$ cat src/rtl/enemy_fire_ctrl.sv
// ---------------------------------------------------------------------------
// enemy_fire_ctrl
//
// Enemy-side shot controller. After a cooldown it walks the eight columns,
// starting at a pseudo-random column, looking for the lowest surviving enemy
// in each. The first one found launches a single projectile that falls
// toward the player. The projectile steps downward at a fixed rate, is
// tested against the player hitbox every enabled clock, and is drawn as a
// yellow rectangle for the top-level OR-mixer.
//
// Ports:
//   clk           system clock
//   reset         asynchronous, active-low reset
//   enable        game running; low freezes FSM, counters and position
//   enemy_alive   24-bit alive mask, bit r*8+c = row r (0 = top), column c
//   col_x         packed 10-bit column X positions, column c at [c*10 +: 10]
//   row_y         packed 10-bit row Y positions, row r at [r*10 +: 10]
//   player_x      player ship left edge
//   player_alive  collision detection enabled only while high
//   h_counter     current VGA pixel column
//   v_counter     current VGA pixel row
//   shot_active   projectile in flight
//   shot_x        projectile top-left X
//   shot_y        projectile top-left Y
//   shooter_id    index (r*8+c) of the last enemy that fired
//   player_hit    one-clock pulse when the projectile strikes the player
//   R, G, B       projectile layer colour, one clock behind h/v_counter
// ---------------------------------------------------------------------------
module enemy_fire_ctrl #(
   parameter int FIRE_PERIOD = 50_000_000,
   parameter int STEP_PERIOD = 500_000,
   parameter int SHOT_SPEED  = 4,
   parameter int SCREEN_H    = 480,
   parameter int SPRITE_W    = 16,
   parameter int SPRITE_H    = 16,
   parameter int SHOT_W      = 2,
   parameter int SHOT_H      = 8,
   parameter int PLAYER_Y    = 440,
   parameter int PLAYER_W    = 32,
   parameter int PLAYER_H    = 16
) (
   input  logic        clk,
   input  logic        reset,
   input  logic        enable,
   input  logic [23:0] enemy_alive,
   input  logic [79:0] col_x,
   input  logic [29:0] row_y,
   input  logic [10:0] player_x,
   input  logic        player_alive,
   input  logic [9:0]  h_counter,
   input  logic [9:0]  v_counter,
   output logic        shot_active,
   output logic [10:0] shot_x,
   output logic [10:0] shot_y,
   output logic [4:0]  shooter_id,
   output logic        player_hit,
   output logic [7:0]  R,
   output logic [7:0]  G,
   output logic [7:0]  B
);

   typedef enum logic [1:0] {IDLE, PICK, FLIGHT, HIT} state_t;

   localparam logic [31:0] FIRE_RELOAD = 32'(FIRE_PERIOD - 1);
   localparam logic [31:0] STEP_RELOAD = 32'(STEP_PERIOD - 1);
   localparam logic [10:0] X_OFF       = 11'(SPRITE_W / 2);
   localparam logic [10:0] Y_OFF       = 11'(SPRITE_H);
   localparam logic [10:0] SPEED       = 11'(SHOT_SPEED);
   localparam logic [10:0] BOTTOM      = 11'(SCREEN_H);
   localparam logic [10:0] SHOT_WL     = 11'(SHOT_W);
   localparam logic [10:0] SHOT_HL     = 11'(SHOT_H);
   localparam logic [10:0] PLAYER_WL   = 11'(PLAYER_W);
   localparam logic [10:0] PLY_TOP     = 11'(PLAYER_Y);
   localparam logic [10:0] PLY_BOT     = 11'(PLAYER_Y + PLAYER_H);

   state_t      state, state_nxt;
   logic [7:0]  lfsr;
   logic [31:0] cooldown, cooldown_nxt;
   logic [31:0] step_cnt, step_nxt;
   logic [2:0]  c0, c0_nxt;
   logic [2:0]  attempt, attempt_nxt;
   logic        active_nxt;
   logic [10:0] shot_x_nxt, shot_y_nxt;
   logic [4:0]  shooter_id_nxt;
   logic        player_hit_nxt;

   // Column scan: the column under test this clock and its lowest survivor.
   logic [2:0]  pick_col;
   logic [9:0]  col_x_arr [8];
   logic        col_found;
   logic [1:0]  row_sel;
   logic [9:0]  row_y_sel;

   assign pick_col = c0 + attempt;

   always_comb begin
      for (int c = 0; c < 8; c++) begin
         col_x_arr[c] = col_x[c*10 +: 10];
      end
   end

   // Bottom row wins: the lowest enemy in a column is the one that shoots.
   always_comb begin
      col_found = 1'b1;
      row_sel   = 2'd0;
      row_y_sel = row_y[9:0];
      if (enemy_alive[{2'd2, pick_col}]) begin
         row_sel   = 2'd2;
         row_y_sel = row_y[29:20];
      end else if (enemy_alive[{2'd1, pick_col}]) begin
         row_sel   = 2'd1;
         row_y_sel = row_y[19:10];
      end else if (!enemy_alive[{2'd0, pick_col}]) begin
         col_found = 1'b0;
      end
   end

   // Half-open box overlap between the registered shot and the player.
   logic [10:0] shot_r, shot_b, player_r, y_stepped;
   logic        hit_now, at_bottom;

   assign shot_r    = shot_x + SHOT_WL;
   assign shot_b    = shot_y + SHOT_HL;
   assign player_r  = player_x + PLAYER_WL;
   assign y_stepped = shot_y + SPEED;
   assign at_bottom = (y_stepped >= BOTTOM);
   assign hit_now   = player_alive
                    && (shot_x < player_r) && (player_x < shot_r)
                    && (shot_y < PLY_BOT)  && (PLY_TOP < shot_b);

   // LFSR x^8+x^6+x^5+x^4+1, free-running so the start column depends on
   // how long the game has been powered, not on how long it was enabled.
   always_ff @(posedge clk or negedge reset) begin
      if (!reset) begin
         lfsr <= 8'hA5;
      end else begin
         // NOTE: registers update with <= so every flop samples pre-edge values.
         lfsr <= {lfsr[6:0], lfsr[7] ^ lfsr[5] ^ lfsr[4] ^ lfsr[3]};
      end
   end

   always_ff @(posedge clk or negedge reset) begin
      if (!reset) begin
         state       <= IDLE;
         cooldown    <= FIRE_RELOAD;
         step_cnt    <= '0;
         c0          <= '0;
         attempt     <= '0;
         shot_active <= 1'b0;
         shot_x      <= '0;
         shot_y      <= '0;
         shooter_id  <= '0;
         player_hit  <= 1'b0;
      end else begin
         state       <= state_nxt;
         cooldown    <= cooldown_nxt;
         step_cnt    <= step_nxt;
         c0          <= c0_nxt;
         attempt     <= attempt_nxt;
         shot_active <= active_nxt;
         shot_x      <= shot_x_nxt;
         shot_y      <= shot_y_nxt;
         shooter_id  <= shooter_id_nxt;
         player_hit  <= player_hit_nxt;
      end
   end

   always_comb begin
      // NOTE: every output of this block gets a hold default first, so no
      // path through the case can leave one unassigned and infer a latch.
      state_nxt      = state;
      cooldown_nxt   = cooldown;
      step_nxt       = step_cnt;
      c0_nxt         = c0;
      attempt_nxt    = attempt;
      active_nxt     = shot_active;
      shot_x_nxt     = shot_x;
      shot_y_nxt     = shot_y;
      shooter_id_nxt = shooter_id;
      player_hit_nxt = 1'b0;
      case (state)
         IDLE: begin
            if (enable) begin
               if (cooldown == '0) begin
                  state_nxt   = PICK;
                  c0_nxt      = lfsr[2:0];
                  attempt_nxt = '0;
               end else begin
                  cooldown_nxt = cooldown - 32'd1;
               end
            end
         end
         PICK: begin
            if (enable) begin
               if (col_found) begin
                  state_nxt      = FLIGHT;
                  active_nxt     = 1'b1;
                  shot_x_nxt     = {1'b0, col_x_arr[pick_col]} + X_OFF;
                  shot_y_nxt     = {1'b0, row_y_sel} + Y_OFF;
                  shooter_id_nxt = {row_sel, pick_col};
                  step_nxt       = STEP_RELOAD;
               end else if (attempt == 3'd7) begin
                  state_nxt    = IDLE;
                  cooldown_nxt = FIRE_RELOAD;
               end else begin
                  attempt_nxt = attempt + 3'd1;
               end
            end
         end
         FLIGHT: begin
            if (enable) begin
               // A hit outranks both stepping and leaving the screen.
               if (hit_now) begin
                  state_nxt      = HIT;
                  active_nxt     = 1'b0;
                  player_hit_nxt = 1'b1;
               end else if (step_cnt == '0) begin
                  step_nxt = STEP_RELOAD;
                  if (at_bottom) begin
                     active_nxt   = 1'b0;
                     state_nxt    = IDLE;
                     cooldown_nxt = FIRE_RELOAD;
                  end else begin
                     shot_y_nxt = y_stepped;
                  end
               end else begin
                  step_nxt = step_cnt - 32'd1;
               end
            end
         end
         HIT: begin
            // Leaves unconditionally so player_hit is never wider than one
            // clock, even if the game pauses on the very cycle of the hit.
            state_nxt    = IDLE;
            cooldown_nxt = FIRE_RELOAD;
         end
         default: state_nxt = IDLE;
      endcase
   end

   // Projectile layer; keeps drawing while the game is paused.
   logic [10:0] h_ext, v_ext;
   logic        in_box;

   assign h_ext  = {1'b0, h_counter};
   assign v_ext  = {1'b0, v_counter};
   assign in_box = shot_active
                 && (h_ext >= shot_x) && (h_ext < shot_r)
                 && (v_ext >= shot_y) && (v_ext < shot_b);

   always_ff @(posedge clk or negedge reset) begin
      if (!reset) begin
         R <= 8'h00;
         G <= 8'h00;
         B <= 8'h00;
      end else begin
         R <= in_box ? 8'hFF : 8'h00;
         G <= in_box ? 8'hFF : 8'h00;
         B <= 8'h00;
      end
   end

endmodule
$ cat config.mk
export PLATFORM = sky130hd
export DESIGN_NAME = enemy_fire_ctrl
export DESIGN_NICKNAME = d
export VERILOG_FILES = /design/src/rtl/enemy_fire_ctrl.sv
export SDC_FILE = /design/constraint.sdc
export NUM_CORES = 1
export LEC_CHECK = 0
export CAP_MARGIN = 30
export CORE_UTILIZATION = 35
export CTS_CLUSTER_DIAMETER = 200
export DETAILED_ROUTE_END_ITERATION = 8
export PLACE_DENSITY = 0.68
export RECOVER_POWER = 50
export SETUP_SLACK_MARGIN = 0.1
export SKIP_CTS_REPAIR_TIMING = 1
export SLEW_MARGIN = 20
export SYNTH_ARGS = -nofsm -noshare
export SYNTH_HDL_FRONTEND = slang
export SYNTH_SLANG_ARGS = --single-unit
$ cat constraint.sdc
create_clock -name clk -period 7.8 [get_ports clk]
set_input_delay 1.56 -clock clk [delete_from_list [all_inputs] [get_ports clk]]
set_output_delay 1.56 -clock clk [all_outputs]
set_load 0.02 [all_outputs]
# Word-level counts from Yosys, hierarchy flattened

Index checks and enable logic that the tools add are counted.

Add/sub/neg operators: 10
Order comparisons: 13
Eq/ne operators: 20
Multiplexer cells: 66
Bitwise operators: 4
Reductions and logical operators: 21

Operator list:

| operator                | number |
|---|---|
| $mux W32                | 14 |
| $pmux W32 S4            | 1 |
| $mux W11                | 6 |
| $logic_not A32 Y1       | 2 |
| $pmux W32 S2            | 1 |
| $sub A32 B1 Y32 const B | 2 |
| $mux W10                | 4 |
| $bmux W10 S3            | 1 |
| $ne A2 B2 Y1 const B    | 13 |
| $ge A10 B11 Y1          | 2 |
| $lt A10 B11 Y1          | 2 |
| $lt A11 B11 Y1          | 2 |
| $pmux W11 S2            | 1 |
| $mux W2                 | 10 |
| $mux W1                 | 16 |
| $mux W3                 | 5 |
| $reduce_and A7 Y1       | 2 |
| $reduce_and A6 Y1       | 2 |
| $add A10 B4 Y11 const B | 1 |
| $add A10 B5 Y11 const B | 1 |
| $add A11 B2 Y11 const B | 1 |
| $add A11 B3 Y11 const B | 1 |
| $add A11 B4 Y11 const B | 1 |
| $add A11 B6 Y11 const B | 1 |
| other kinds (26)        | 42 |

Register bits: 117
Bits of input ports: 169
Output and inout bits: 53
Word-level logic and storage cells: 146

# Longest topological paths before layout

Depth after elaboration: 9
Gate-level depth with buffers: 15
Mapped depth without buffers: 12

# Worst setup path after synthesis

OpenSTA, ideal clock, no wires.

Kind: input to register
From: input port player_x[5]
To: register shot_y[2]
Data arrival time: 3.936 ns
Path slack: 3.740 ns
Stages on the path: 11
Path through: ha_1 -> nand3_1 -> xor2_1 -> ha_1 -> nand4_1 -> or4_1 -> and3_1 -> a31o_2 -> buf_2 -> or2_1 -> a211o_1

Longest elaborated chain between the ends: 8

Ends and longest elaborated chain:

| item                                 | RTL line | source |
|---|---|---|
| start, declared                      | 48       | `input logic [10:0] player_x,` |
| $add A11 B6 Y11                      | 124      | `assign player_r = player_x + PLAYER_WL;` |
| $lt A11 B11 Y1                       | 128      | `&& (shot_x < player_r) && (player_x < shot_r)` |
| $logic_and A1 B1 Y1                  | 128      |  |
| $logic_and A1 B1 Y1 *                | 128      |  |
| $logic_and A1 B1 Y1 * (2 in series)  | 129      | `&& (shot_y < PLY_BOT) && (PLY_TOP < shot_b);` |
| $ne A2 B2 Y1 (no source line) *      | -        |  |
| $reduce_and A7 Y1 (no source line) * | -        |  |
| end signal, assigned                 | 162      | `shot_y <= shot_y_nxt;` |
| end, declared                        | 54       | `output logic [10:0] shot_y,` |

Mark *: on every way between the ends. The rest lies on a longest branch, timed or not.
A chain may end at the register's enable or synchronous reset.

# Final worst setup path

From: input port player_x[5]
To: register step_cnt[20]

Longest elaborated chain between the ends: 8

Ends and longest elaborated chain:

| item                                 | RTL line | source |
|---|---|---|
| $add A11 B6 Y11                      | 124      |  |
| $lt A11 B11 Y1                       | 128      |  |
| $logic_and A1 B1 Y1                  | 128      |  |
| $logic_and A1 B1 Y1 *                | 128      |  |
| $logic_and A1 B1 Y1 * (2 in series)  | 129      |  |
| $ne A2 B2 Y1 (no source line) *      | -        |  |
| $reduce_and A5 Y1 (no source line) * | -        |  |
| end signal, assigned                 | 157      | `step_cnt <= step_nxt;` |
| end, declared                        | 79       | `logic [31:0] step_cnt, step_nxt;` |

Marks and branches as above.

==> impl_metrics.yaml <==
worst_setup_path:
  crit_path_top_delay_cell: "clkdlybuf4s50_1"
  crit_top_cell: "ha_1"
  slowest_delay_ps: 570
  crit_fanout: 47
  worst_r2r_startpoint: "attempt[0]"
  r2r-end: "step_cnt[14]"
  path_cells: "clkdlybuf4s50_1 > ha_1 > nand3_1 > xor2_1 > ha_1 > nand4_1 > or4_1 > and3_1 > a31o_2 > buf_4 > nand2b_2 > o41ai_1"
  cp.required_ps: 8040
  r2r_cells: 11
  crit_family: "simple AND/OR/NAND/NOR gates"
  cp_num_buf_inv: 2
  ff2ff_setup_slack_ps: 3320
  endpoint_kind: "flip-flop"
  arrival_ps: 5320
  path_class: "in2reg"
  startpoint_type: "input port"
synthesis:
  yosysWarningCount: 0
  synth.distinct_cells: 76
  synth_top_flop_cell: "dfrtp_1"
  ys_seq_area_frac: 0.319
  synth.avg_cell_area_um2: 8.88
  syn-instance-count: 981
  synth.cell_area_um2: 8710
  synthArstFlopShare: 1.00
  ys_seq_elements: 110
  synth_edf_count: 0
worst_hold_path:
  hold_path_end: "lfsr[7]"
  min_path_type: "reg2reg"
  hold_start: "lfsr[6]"
  min_delay_path_depth: 0
power:
  power_density_nw_per_um2: 225
  ir_drop_mv: 0.131
  leakage_nw: 4.61
route:
  vias: 7930
  drt-pass1-iter-count: 5
  drc: 0
  ant_nets: 0
  vias_per_cell: 5.37
  drtIter0Drc: 552
  wl_um: 24700
  wl_per_cell_um: 16.8
placement:
  dp.final_hpwl_um: 19100
  gp_congestion: 0.916
  dp_slack_ps: 2390
  portBuffers: 213
floorplan:
  rows: 57
  coreArea_um2: 24400
  die-area_um2: 25500
  start_util: 0.357
  die_h_um: 160
  die_x_um: 160
  pin_count: 222
global_routing:
  met3_usage: 0.0322
  grt_pass1_wl_um: 40400
  grt.total_usage: 0.195
  grt_max_degree: 76
  busiest_layer: "met2"
  grt_pass1_vias: 7640
  grt_overflow: 0
  antenna_found_initial: 0
  grt.met2_usage: 0.314
  met1_usage: 0.271
timing:
  rsz0062_at_grt: "false"
  min_period_over_period: 0.651
  finalSetupTns_ps: 0
  max_freq_ghz: 0.197
  holdWs_ps: 351
  setup_viol: 0
  setup_ws_ps: 2720
  clock_skew_ps: 12.4
  worstMarginPinSlew_ps: 2060
  hold_violations: 0
  min_period_ps: 5080
  slew-limit-headroom: -0.371
  finalMaxSlewViolations: 70
cells_and_area:
  final_nets: 1380
  antenna_cells: 0
  mostFrequentLayoutCells: "201 x clkdlybuf4s50_1, 95 x nor2_1, 88 x dfrtp_1"
  final_common_cell: "clkdlybuf4s50_1"
  syn2layout_area_growth_pct: 29.7
  layout-drive-gt1-share: 0.0833
  fin_util: 0.463
clock_tree:
  numCtsBuffers: 9
  cts_tree: "done"
  clk_pin_slew_ps: 70
  clkLatencyLatePin_ps: 360
  ctsHtreeMaxLevel: 3
  clock-sinks: 110
  clockBufferDepth: 2
  clock-root-buffer: "clkbuf_16"
job:
  drv_cap: 2
outcome:
  violations: "capacitance limit, slew limit"
  status: "finished, violations left"
[logic make-up (layout without fill, tap and decap cells)]
logic type | Yosys count | count (layout) | synth area share
adder cells (fa/ha/maj) | 66 | 66 | 0.0951
XOR/XNOR | 32 | 32 | 0.0353
multiplexers | 56 | 56 | 0.103
buffers and inverters | 118 | 282 | 0.0638
flip-flops | 110 | 110 | 0.319
other | 1 | 8 | 0.000430
AND/OR/NAND/NOR | 329 | 329 | 0.183
AO/OA/AOI/OAI | 269 | 269 | 0.201
[state kept, by name, summed over array words and instances, names as in the netlist]
| register | count |
|---|---|
| shot_active | 1 |
| shooter_id | 5 |
| shot_y | 11 |
| G | 1 |
| player_hit | 1 |
| cooldown | 32 |
| attempt | 3 |
| state | 2 |
| c0 | 3 |
| step_cnt | 32 |
| lfsr | 8 |
| shot_x | 11 |
[cells in the mapped netlist, types with 25 or more instances]
master / instances / share of area
o31ai_1: 25 / 0.022
inv_1: 42 / 0.018
nand3_1: 29 / 0.017
dfrtp_1: 88 / 0.25
a21oi_1: 44 / 0.025
o21ai_0: 85 / 0.049
nor2_1: 96 / 0.041
ha_1: 63 / 0.090
clkbuf_1: 35 / 0.015
mux4_2: 26 / 0.067
nand2_1: 83 / 0.036
nor3_1: 29 / 0.017
[area by class of cell]
cell class,instances,area [um2]
clock buffer,13,240
clock inverter,3,68.8
fill,2375,13100
inverter,42,158
multi-input combinational,760,5420
sequential,110,2780
tap,324,405
timing repair buffer,224,2230
[power by group]
group	switching (mW)	internal [mW]	total [mW]
Sequential	0.169	0.706	0.874
Combinational	0.646	0.527	1.17
Clock	0.208	0.283	0.491
[worst max-delay path by stage]
stage              endpoint  depth (start not counted)  slack [ps]         from
2_1_floorplan     shot_y[2]                         11        3740  player_x[5]
3_3_place_gp    step_cnt[9]                         12        2130  player_x[5]
3_5_place_dp   step_cnt[20]                         12        2390  player_x[5]
4_1_cts        step_cnt[20]                         12        2750  player_x[5]
5_1_grt        step_cnt[20]                         12        2450  player_x[5]
6_report       step_cnt[20]                         12        2720  player_x[5]
[metal layers]
| metal | wire length, um | share of wire |
|---|---|---|
| met1 | 11500 | 0.46 |
| met2 | 11700 | 0.47 |
| met3 | 1120 | 0.045 |
| met4 | 437 | 0.018 |
| met5 | 0 | 0 |
[metrics by stage]
stage,total power [mW],area [um2],cells
2_1_floorplan,1.64,8740,988
6_report,2.54,11300,1476
5_1_grt,2.74,11300,1476
3_5_place_dp,2.06,11000,1457
4_1_cts,2.56,11300,1473
3_3_place_gp,2.03,10900,1456
No activity file was read; power rests on OpenSTA's default activity.
